## src/rtl/uart_pkg.sv

```systemverilog
// uart_pkg: state encoding, defaults and parity constants
// shared by the UART receive and transmit sides.
package uart_pkg;

  typedef enum logic [2:0] {
    ST_IDLE,
    ST_START,
    ST_DATA,
    ST_PARITY,
    ST_STOP,
    ST_BREAK
  } rx_state_e;

  localparam int OVERSAMPLE_DEF = 16;

  localparam int PAR_EVEN = 0;
  localparam int PAR_ODD  = 1;

  function automatic logic maj3(
    input logic a,
    input logic b,
    input logic c
  );
    return (a & b) | (a & c) | (b & c);
  endfunction

endpackage

```

## src/rtl/rx_uart_if.sv

```systemverilog
// rx_uart_if: received-word valid/ready bundle
// between the UART receiver and its data sink.
interface rx_uart_if #(
  parameter int W = 9
);

  logic [W-1:0] o_data;
  logic         o_valid;
  logic         i_ready;
  logic         o_parity_err;
  logic         o_framing_err;

  modport master (
    output o_data,
    output o_valid,
    output o_parity_err,
    output o_framing_err,
    input  i_ready
  );

  modport slave (
    input  o_data,
    input  o_valid,
    input  o_parity_err,
    input  o_framing_err,
    output i_ready
  );

endinterface

```

## src/rtl/uart_rx_sync.sv

```systemverilog
// uart_rx_sync: 2-flop synchroniser for the serial line,
// resets to the idle (high) level.
module uart_rx_sync (
  input  logic clk,
  input  logic reset,
  input  logic d,
  output logic q
);

  logic meta;

  always_ff @(posedge clk) begin
    if (reset) begin
      meta <= 1'b1;
      q    <= 1'b1;
    end else begin
      meta <= d;
      q    <= meta;
    end
  end

endmodule

```

## src/rtl/rx_uart.sv

```systemverilog
// rx_uart: UART receiver, start/data/parity/stop, LSB first.
// Define RX_MAJORITY_VOTE_EN for 2-of-3 voting around mid-bit.
module rx_uart
  import uart_pkg::*;
#(
  parameter int INPUT_DATA_WIDTH = 8,
  parameter int PARITY_ENABLED   = 1,
  parameter int PARITY_ODD       = PAR_EVEN,
  parameter int OVERSAMPLE       = OVERSAMPLE_DEF
) (
  input  logic      clk,
  input  logic      reset,
  input  logic      sample_tick,
  input  logic      serial_in,
  rx_uart_if.master rx,
  output logic      o_overrun,
  output logic      o_busy
);

  localparam int DW = INPUT_DATA_WIDTH;
  localparam int OW = DW + PARITY_ENABLED;
  localparam int CW = $clog2(OVERSAMPLE);
  localparam int IW = $clog2(DW + 1);

  localparam logic [CW-1:0] MID  = CW'(OVERSAMPLE / 2 - 1);
  localparam logic [CW-1:0] LAST = CW'(OVERSAMPLE - 1);
  localparam logic [IW-1:0] IDX_LAST = IW'(DW - 1);

  logic          rx_s;
  rx_state_e     state;
  rx_state_e     state_nxt;
  logic [CW-1:0] cnt;
  logic [IW-1:0] idx;
  logic [DW-1:0] shreg;
  logic          par_q;
  logic          bit_val;
  logic          dec;
  logic          last_bit;
  logic          shift_en;
  logic          par_en;
  logic          commit;
  logic [OW-1:0] word;
  logic          perr;

  uart_rx_sync u_sync (
    .clk   (clk),
    .reset (reset),
    .d     (serial_in),
    .q     (rx_s)
  );

`ifdef RX_MAJORITY_VOTE_EN
  localparam logic [CW-1:0] MID_LO = CW'(OVERSAMPLE / 2 - 2);
  localparam logic [CW-1:0] DEC    = CW'(OVERSAMPLE / 2);

  logic v_lo;
  logic v_mid;

  always_ff @(posedge clk) begin
    if (reset) begin
      v_lo  <= 1'b1;
      v_mid <= 1'b1;
    end else if (sample_tick) begin
      if (cnt == MID_LO) v_lo  <= rx_s;
      if (cnt == MID)    v_mid <= rx_s;
    end
  end

  assign bit_val = maj3(v_lo, v_mid, rx_s);
  assign dec     = sample_tick && (cnt == DEC);
`else
  assign bit_val = rx_s;
  assign dec     = sample_tick && (cnt == MID);
`endif

  assign last_bit = (idx == IDX_LAST);

  always_ff @(posedge clk) begin
    if (reset) state <= ST_IDLE;
    else       state <= state_nxt;
  end

  always_comb begin
    state_nxt = state;
    unique case (state)
      ST_IDLE:
        if (sample_tick && !rx_s)
          state_nxt = ST_START;
      ST_START:
        if (dec)
          state_nxt = bit_val ? ST_IDLE : ST_DATA;
      ST_DATA:
        if (dec && last_bit)
          state_nxt = (PARITY_ENABLED != 0) ?
                      ST_PARITY : ST_STOP;
      ST_PARITY:
        if (dec)
          state_nxt = ST_STOP;
      ST_STOP:
        if (dec)
          state_nxt = bit_val ? ST_IDLE : ST_BREAK;
      ST_BREAK:
        if (rx_s)
          state_nxt = ST_IDLE;
      default:
        state_nxt = ST_IDLE;
    endcase
  end

  always_comb begin
    o_busy   = (state != ST_IDLE);
    shift_en = (state == ST_DATA) && dec;
    par_en   = (state == ST_PARITY) && dec;
    commit   = (state == ST_STOP) && dec;
  end

  // cnt holds the phase index of the next tick; the
  // detecting tick is phase 0 of the start bit.
  always_ff @(posedge clk) begin
    if (reset) begin
      cnt   <= '0;
      idx   <= '0;
      shreg <= '0;
      par_q <= 1'b0;
    end else begin
      if (state == ST_IDLE) begin
        if (sample_tick) cnt <= CW'(1);
      end else if (sample_tick) begin
        cnt <= (cnt == LAST) ? '0 : cnt + 1'b1;
      end
      if (state == ST_START) idx <= '0;
      if (shift_en) begin
        shreg <= DW'({bit_val, shreg} >> 1);
        idx   <= idx + 1'b1;
      end
      if (par_en) par_q <= bit_val;
    end
  end

  assign word = OW'({par_q, shreg});
  assign perr = (PARITY_ENABLED != 0) &&
                ((^shreg ^ par_q) != PARITY_ODD[0]);

  always_ff @(posedge clk) begin
    if (reset) begin
      rx.o_data        <= '0;
      rx.o_valid       <= 1'b0;
      rx.o_parity_err  <= 1'b0;
      rx.o_framing_err <= 1'b0;
      o_overrun        <= 1'b0;
    end else begin
      o_overrun <= commit && rx.o_valid && !rx.i_ready;
      if (commit) begin
        rx.o_data        <= word;
        rx.o_valid       <= 1'b1;
        rx.o_parity_err  <= perr;
        rx.o_framing_err <= ~bit_val;
      end else if (rx.o_valid && rx.i_ready) begin
        rx.o_valid <= 1'b0;
      end
    end
  end

endmodule

```

## src/flat_wrapper.sv

```systemverilog
// flat-port wrapper written by rule: the top's interface ports become plain ports
module rx_uart_flat import uart_pkg::*;
#(
  parameter int INPUT_DATA_WIDTH = 8,
  parameter int PARITY_ENABLED   = 1,
  parameter int PARITY_ODD       = PAR_EVEN,
  parameter int OVERSAMPLE       = OVERSAMPLE_DEF
)
  (clk, reset, sample_tick, serial_in, o_overrun, o_busy, rx_o_data, rx_o_valid, rx_o_parity_err, rx_o_framing_err, rx_i_ready);
  rx_uart_if rx_i ();
  input  logic clk;
  input  logic reset;
  input  logic sample_tick;
  input  logic serial_in;
  output logic o_overrun;
  output logic o_busy;
  output wire logic [$bits(rx_i.o_data)-1:0] rx_o_data;
  output wire logic [$bits(rx_i.o_valid)-1:0] rx_o_valid;
  output wire logic [$bits(rx_i.o_parity_err)-1:0] rx_o_parity_err;
  output wire logic [$bits(rx_i.o_framing_err)-1:0] rx_o_framing_err;
  input wire logic [$bits(rx_i.i_ready)-1:0] rx_i_ready;
  assign rx_o_data = rx_i.o_data;
  assign rx_o_valid = rx_i.o_valid;
  assign rx_o_parity_err = rx_i.o_parity_err;
  assign rx_o_framing_err = rx_i.o_framing_err;
  assign rx_i.i_ready = rx_i_ready;
  rx_uart #(.INPUT_DATA_WIDTH(INPUT_DATA_WIDTH), .PARITY_ENABLED(PARITY_ENABLED), .PARITY_ODD(PARITY_ODD), .OVERSAMPLE(OVERSAMPLE)) u_core (.clk(clk), .reset(reset), .sample_tick(sample_tick), .serial_in(serial_in), .rx(rx_i), .o_overrun(o_overrun), .o_busy(o_busy));
endmodule
```

## config.mk

```make
export PLATFORM = sky130hd
export DESIGN_NAME = rx_uart_flat
export DESIGN_NICKNAME = d
export VERILOG_FILES = /design/src/rtl/uart_pkg.sv /design/src/rtl/rx_uart_if.sv /design/src/rtl/uart_rx_sync.sv /design/src/rtl/rx_uart.sv /design/src/flat_wrapper.sv
export SDC_FILE = /design/constraint.sdc
export NUM_CORES = 1
export LEC_CHECK = 0
export ABC_AREA = 1
export CELL_PAD_IN_SITES_DETAIL_PLACEMENT = 0
export CELL_PAD_IN_SITES_GLOBAL_PLACEMENT = 1
export CORE_MARGIN = 5
export CORE_UTILIZATION = 39
export CTS_CLUSTER_DIAMETER = 150
export DETAILED_ROUTE_END_ITERATION = 6
export HOLD_SLACK_MARGIN = 0.1
export PLACE_DENSITY_LB_ADDON = 0.1
export REMOVE_ABC_BUFFERS = 1
export SLEW_MARGIN = 0
export SYNTH_ARGS = -nofsm -noshare
export SYNTH_HDL_FRONTEND = slang
export SYNTH_SLANG_ARGS = --single-unit
```

## constraint.sdc

```tcl
create_clock -name clk -period 1.8 [get_ports clk]
set_clock_uncertainty 0.1 [all_clocks]
set_input_delay 0.27 -clock clk [delete_from_list [all_inputs] [get_ports clk]]
set_output_delay 0.27 -clock clk [all_outputs]
set_load 0.005 [all_outputs]
```

==> metrics.cfg <==
[layout]
n_antenna_cell=0
layout.nets=255
multiInputGateArea_um2=763.2
final_cell_area_um2=1946
drive_gt1_share_pct=12.45
post-route-util_pct=48.64
area_growth_pct=20.64
fill_cells=415
regArea_um2=703.2

[setup_path]
reg2reg_slack_ns=0.24
critical_path_required_ns=1.43
r2r_cells=9
endpoint_kind=output port
path_max_fanout=4
worstSetupPathType=reg -> out
cp.arrival_ns=1.31
reg2reg_to=u_core.rx.o_data[0]
cp-start-kind=flip-flop
rr_startpoint=u_core.cnt[0]

[placement]
routabilityCongestion=0.8853
dpl_cell_area_um2=1858
port_buffers=18
dp_hpwl_um=2552

[timing]
period_needed_ns=1.676
worst_pin_slew_ns=0.3979
layout_worst_path_cycle_share_pct=93.11
finalHoldViolCount=0
relSlewSlack_pct=73.27
setup_tns_ns=0
fmax_mhz=596.7
whs_ns=0.3227
slew_violations=0
finalSetupViolCount=0
grt_setup_unrepaired=false

[min_path]
worst_hold_path.endpoint=u_core.u_sync.q
hold_path_class=reg -> reg
holdPathStages=1
hp-start=u_core.u_sync.meta

[floorplanning]
num_rows=23
core_area_um2=4000
die-area_um2=5521
die_w_um=74.31
die_h_um=74.31
io_pins=19
start_util_pct=40.32

[run]
maxCapViolCount=0

[clocking]
numCtsBuffers=5
clock_path_buffers=2
clk_pin_slew_ns=0.07
tritoncts=done
clockRootBuffer=clkbuf_8
htree_levels=2
post_cts_buffers=0
clock_latency_ns=0.28
cts.sinks=35

[global_route]
track_usage_pct=14.13
grt_max_degree=24
grt_remaining_overflow=0
grt_pass1_wl_um=5982
grt_pass1_vias=1410
grt_antenna_before_repair=0

[synth]
yosysTopAreaCellShare_pct=43.44
seq_area_frac_synth_pct=43.44
synth_cell_type_count=32
synth_top_family_by_area=simple AND/OR/NAND/NOR gates
ys_warn_count=0
yosysTopAreaCell=dfxtp_1
synth-simple-area-share_pct=27.23
avgSynthCellArea_um2=7.232
syn_inst=223
synth_seq_cells=35
synth_mux_area_share_pct=0
synthAdderAreaFrac_pct=1.552
synth_area_leaders=dfxtp_1 (43%), nand2_1 (13%), a21oi_1 (7.1%)
synth_xor_xnor_area_share_pct=0.5431
synth-compound-area-share_pct=17.69
netlist_area_um2=1613

[drt]
drt.antenna.violating_nets=0
drt-pass1-iter-count=4
post_drt_wl_per_cell_um=11.47
drt_iter0_drc=51
viasPerCell=4.769
routed_wl_um=3429
drc=0
vias=1426

[power]
leakage_nw=0.8644
power_w=0.001868
ir_drop_uv=488.8
p_per_area_nw_per_um2=960.0

[status]
status=complete, no violations

## Yosys cell counts
master	n
a211oi_1	1
a21oi_1	23
a21oi_2	1
a221oi_1	1
a32oi_1	1
buf_2	1
buf_4	1
buf_6	2
clkbuf_1	2
dfxtp_1	35
ha_1	2
inv_1	26
inv_2	2
inv_4	1
nand2_1	54
nand2_2	1
nand2_4	1
nand3_1	9
nand3_2	3
nand3b_1	1
nand4_1	1
nor2_1	18
nor2_2	3
nor2_4	1
nor3_1	2
nor3_2	1
o21a_1	1
o21ai_0	19
o21ai_1	5
o21ai_2	1
or2_2	2
xor2_1	1
## how the worst max path moves through the flow
stage                    startpoint  depth (start not counted)  slack [ns]                endpoint
finish              u_core.state[0]                          5        0.12                  o_busy
global route        u_core.state[0]                          5        0.02                  o_busy
CTS                 u_core.state[0]                          5        0.12                  o_busy
detailed placement      sample_tick                          7        0.08     u_core.rx.o_data[0]
global placement        sample_tick                          9        0.14  u_core.rx.o_parity_err
floorplan             u_core.cnt[0]                          7        0.21           u_core.idx[0]
## logic make-up (layout without fill, tap and decap cells)
group,after synthesis,count (layout)
simple gates,97,97
flops,35,35
xor+xnor,1,1
buf+inv,35,61
fa+ha+maj,2,2
compound gates,53,53
## per-stage QoR
stage                     std cells  setup WS [ns]
after floorplan                 217         0.2092
after global placement          291         0.1377
after detailed placement        291        0.08301
after CTS                       299         0.1157
after global routing            299        0.02444
final                           299         0.1241
## critical path: stages, from the launching register on
cell           delay, ns
dfxtp_2             0.33
inv_1               0.13
nand2_2             0.11
nor2_4              0.12
inv_2               0.07
dlygate4sd2_1       0.26
## where the power goes
part	total, W	switching (W)	internal, W	leakage, nW
Combinational	0.000466	0.000294	0.000172	0.538
Clock	0.000546	0.000275	0.000271	0.0422
Sequential	0.000856	0.0000400	0.000816	0.284
## registers in the layout, summed over array words and instances (netlist names)
signal	flops
u_core.cnt	4
u_core.idx	4
u_core.o_overrun	1
u_core.par_q	1
u_core.rx.o_data	9
u_core.rx.o_framing_err	1
u_core.rx.o_parity_err	1
u_core.rx.o_valid	1
u_core.shreg	8
u_core.state	3
u_core.u_sync.meta	1
u_core.u_sync.q	1
## layer usage
metal	GRT usage, %	part of all wire (%)	vias up
met5	0	0	-
met4	6.126	1.9	0
met3	4.324	3.7	7
met2	24.41	51	19
met1	16.10	44	634
li1	-	-	766
## repair_timing
action,4_1_cts,5_1_grt
endpoints found under the setup margin,1,0
hold buffers,0,0
gates resized for setup,4,0
## area by class of cell
class / instances / area share, %
Multi-Input combinational cell: 153 / 39.23
Clock buffer: 7 / 3.923
Tap cell: 50 / 3.215
Sequential cell: 35 / 36.14
Timing Repair Buffer: 24 / 11.51
Inverter: 29 / 5.723
Clock inverter: 1 / 0.2572
## cells in the final DEF (no fill, tap or decap)
master	instances
a21oi_2	1
dfxtp_1	33
nand4_1	1
clkbuf_8	5
a211oi_1	1
a32oi_1	1
buf_4	6
nand3_1	9
nand2_2	1
clkbuf_1	2
ha_1	2
nor2_1	18
inv_2	2
inv_1	26
clkdlybuf4s50_1	17
o21a_1	1
inv_4	1
clkinv_2	1
nand3_2	3
nor2_4	2
nor3_2	1
nand2_1	54
o21ai_0	19
dlygate4sd2_1	1
xor2_1	1
nor2_2	2
dfxtp_2	2
o21ai_1	5
nand2_4	1
nand3b_1	1
a21oi_1	23
o21ai_2	1
or2_2	2
nor3_1	2
a221oi_1	1
Power figures use the tool's default switching activity.
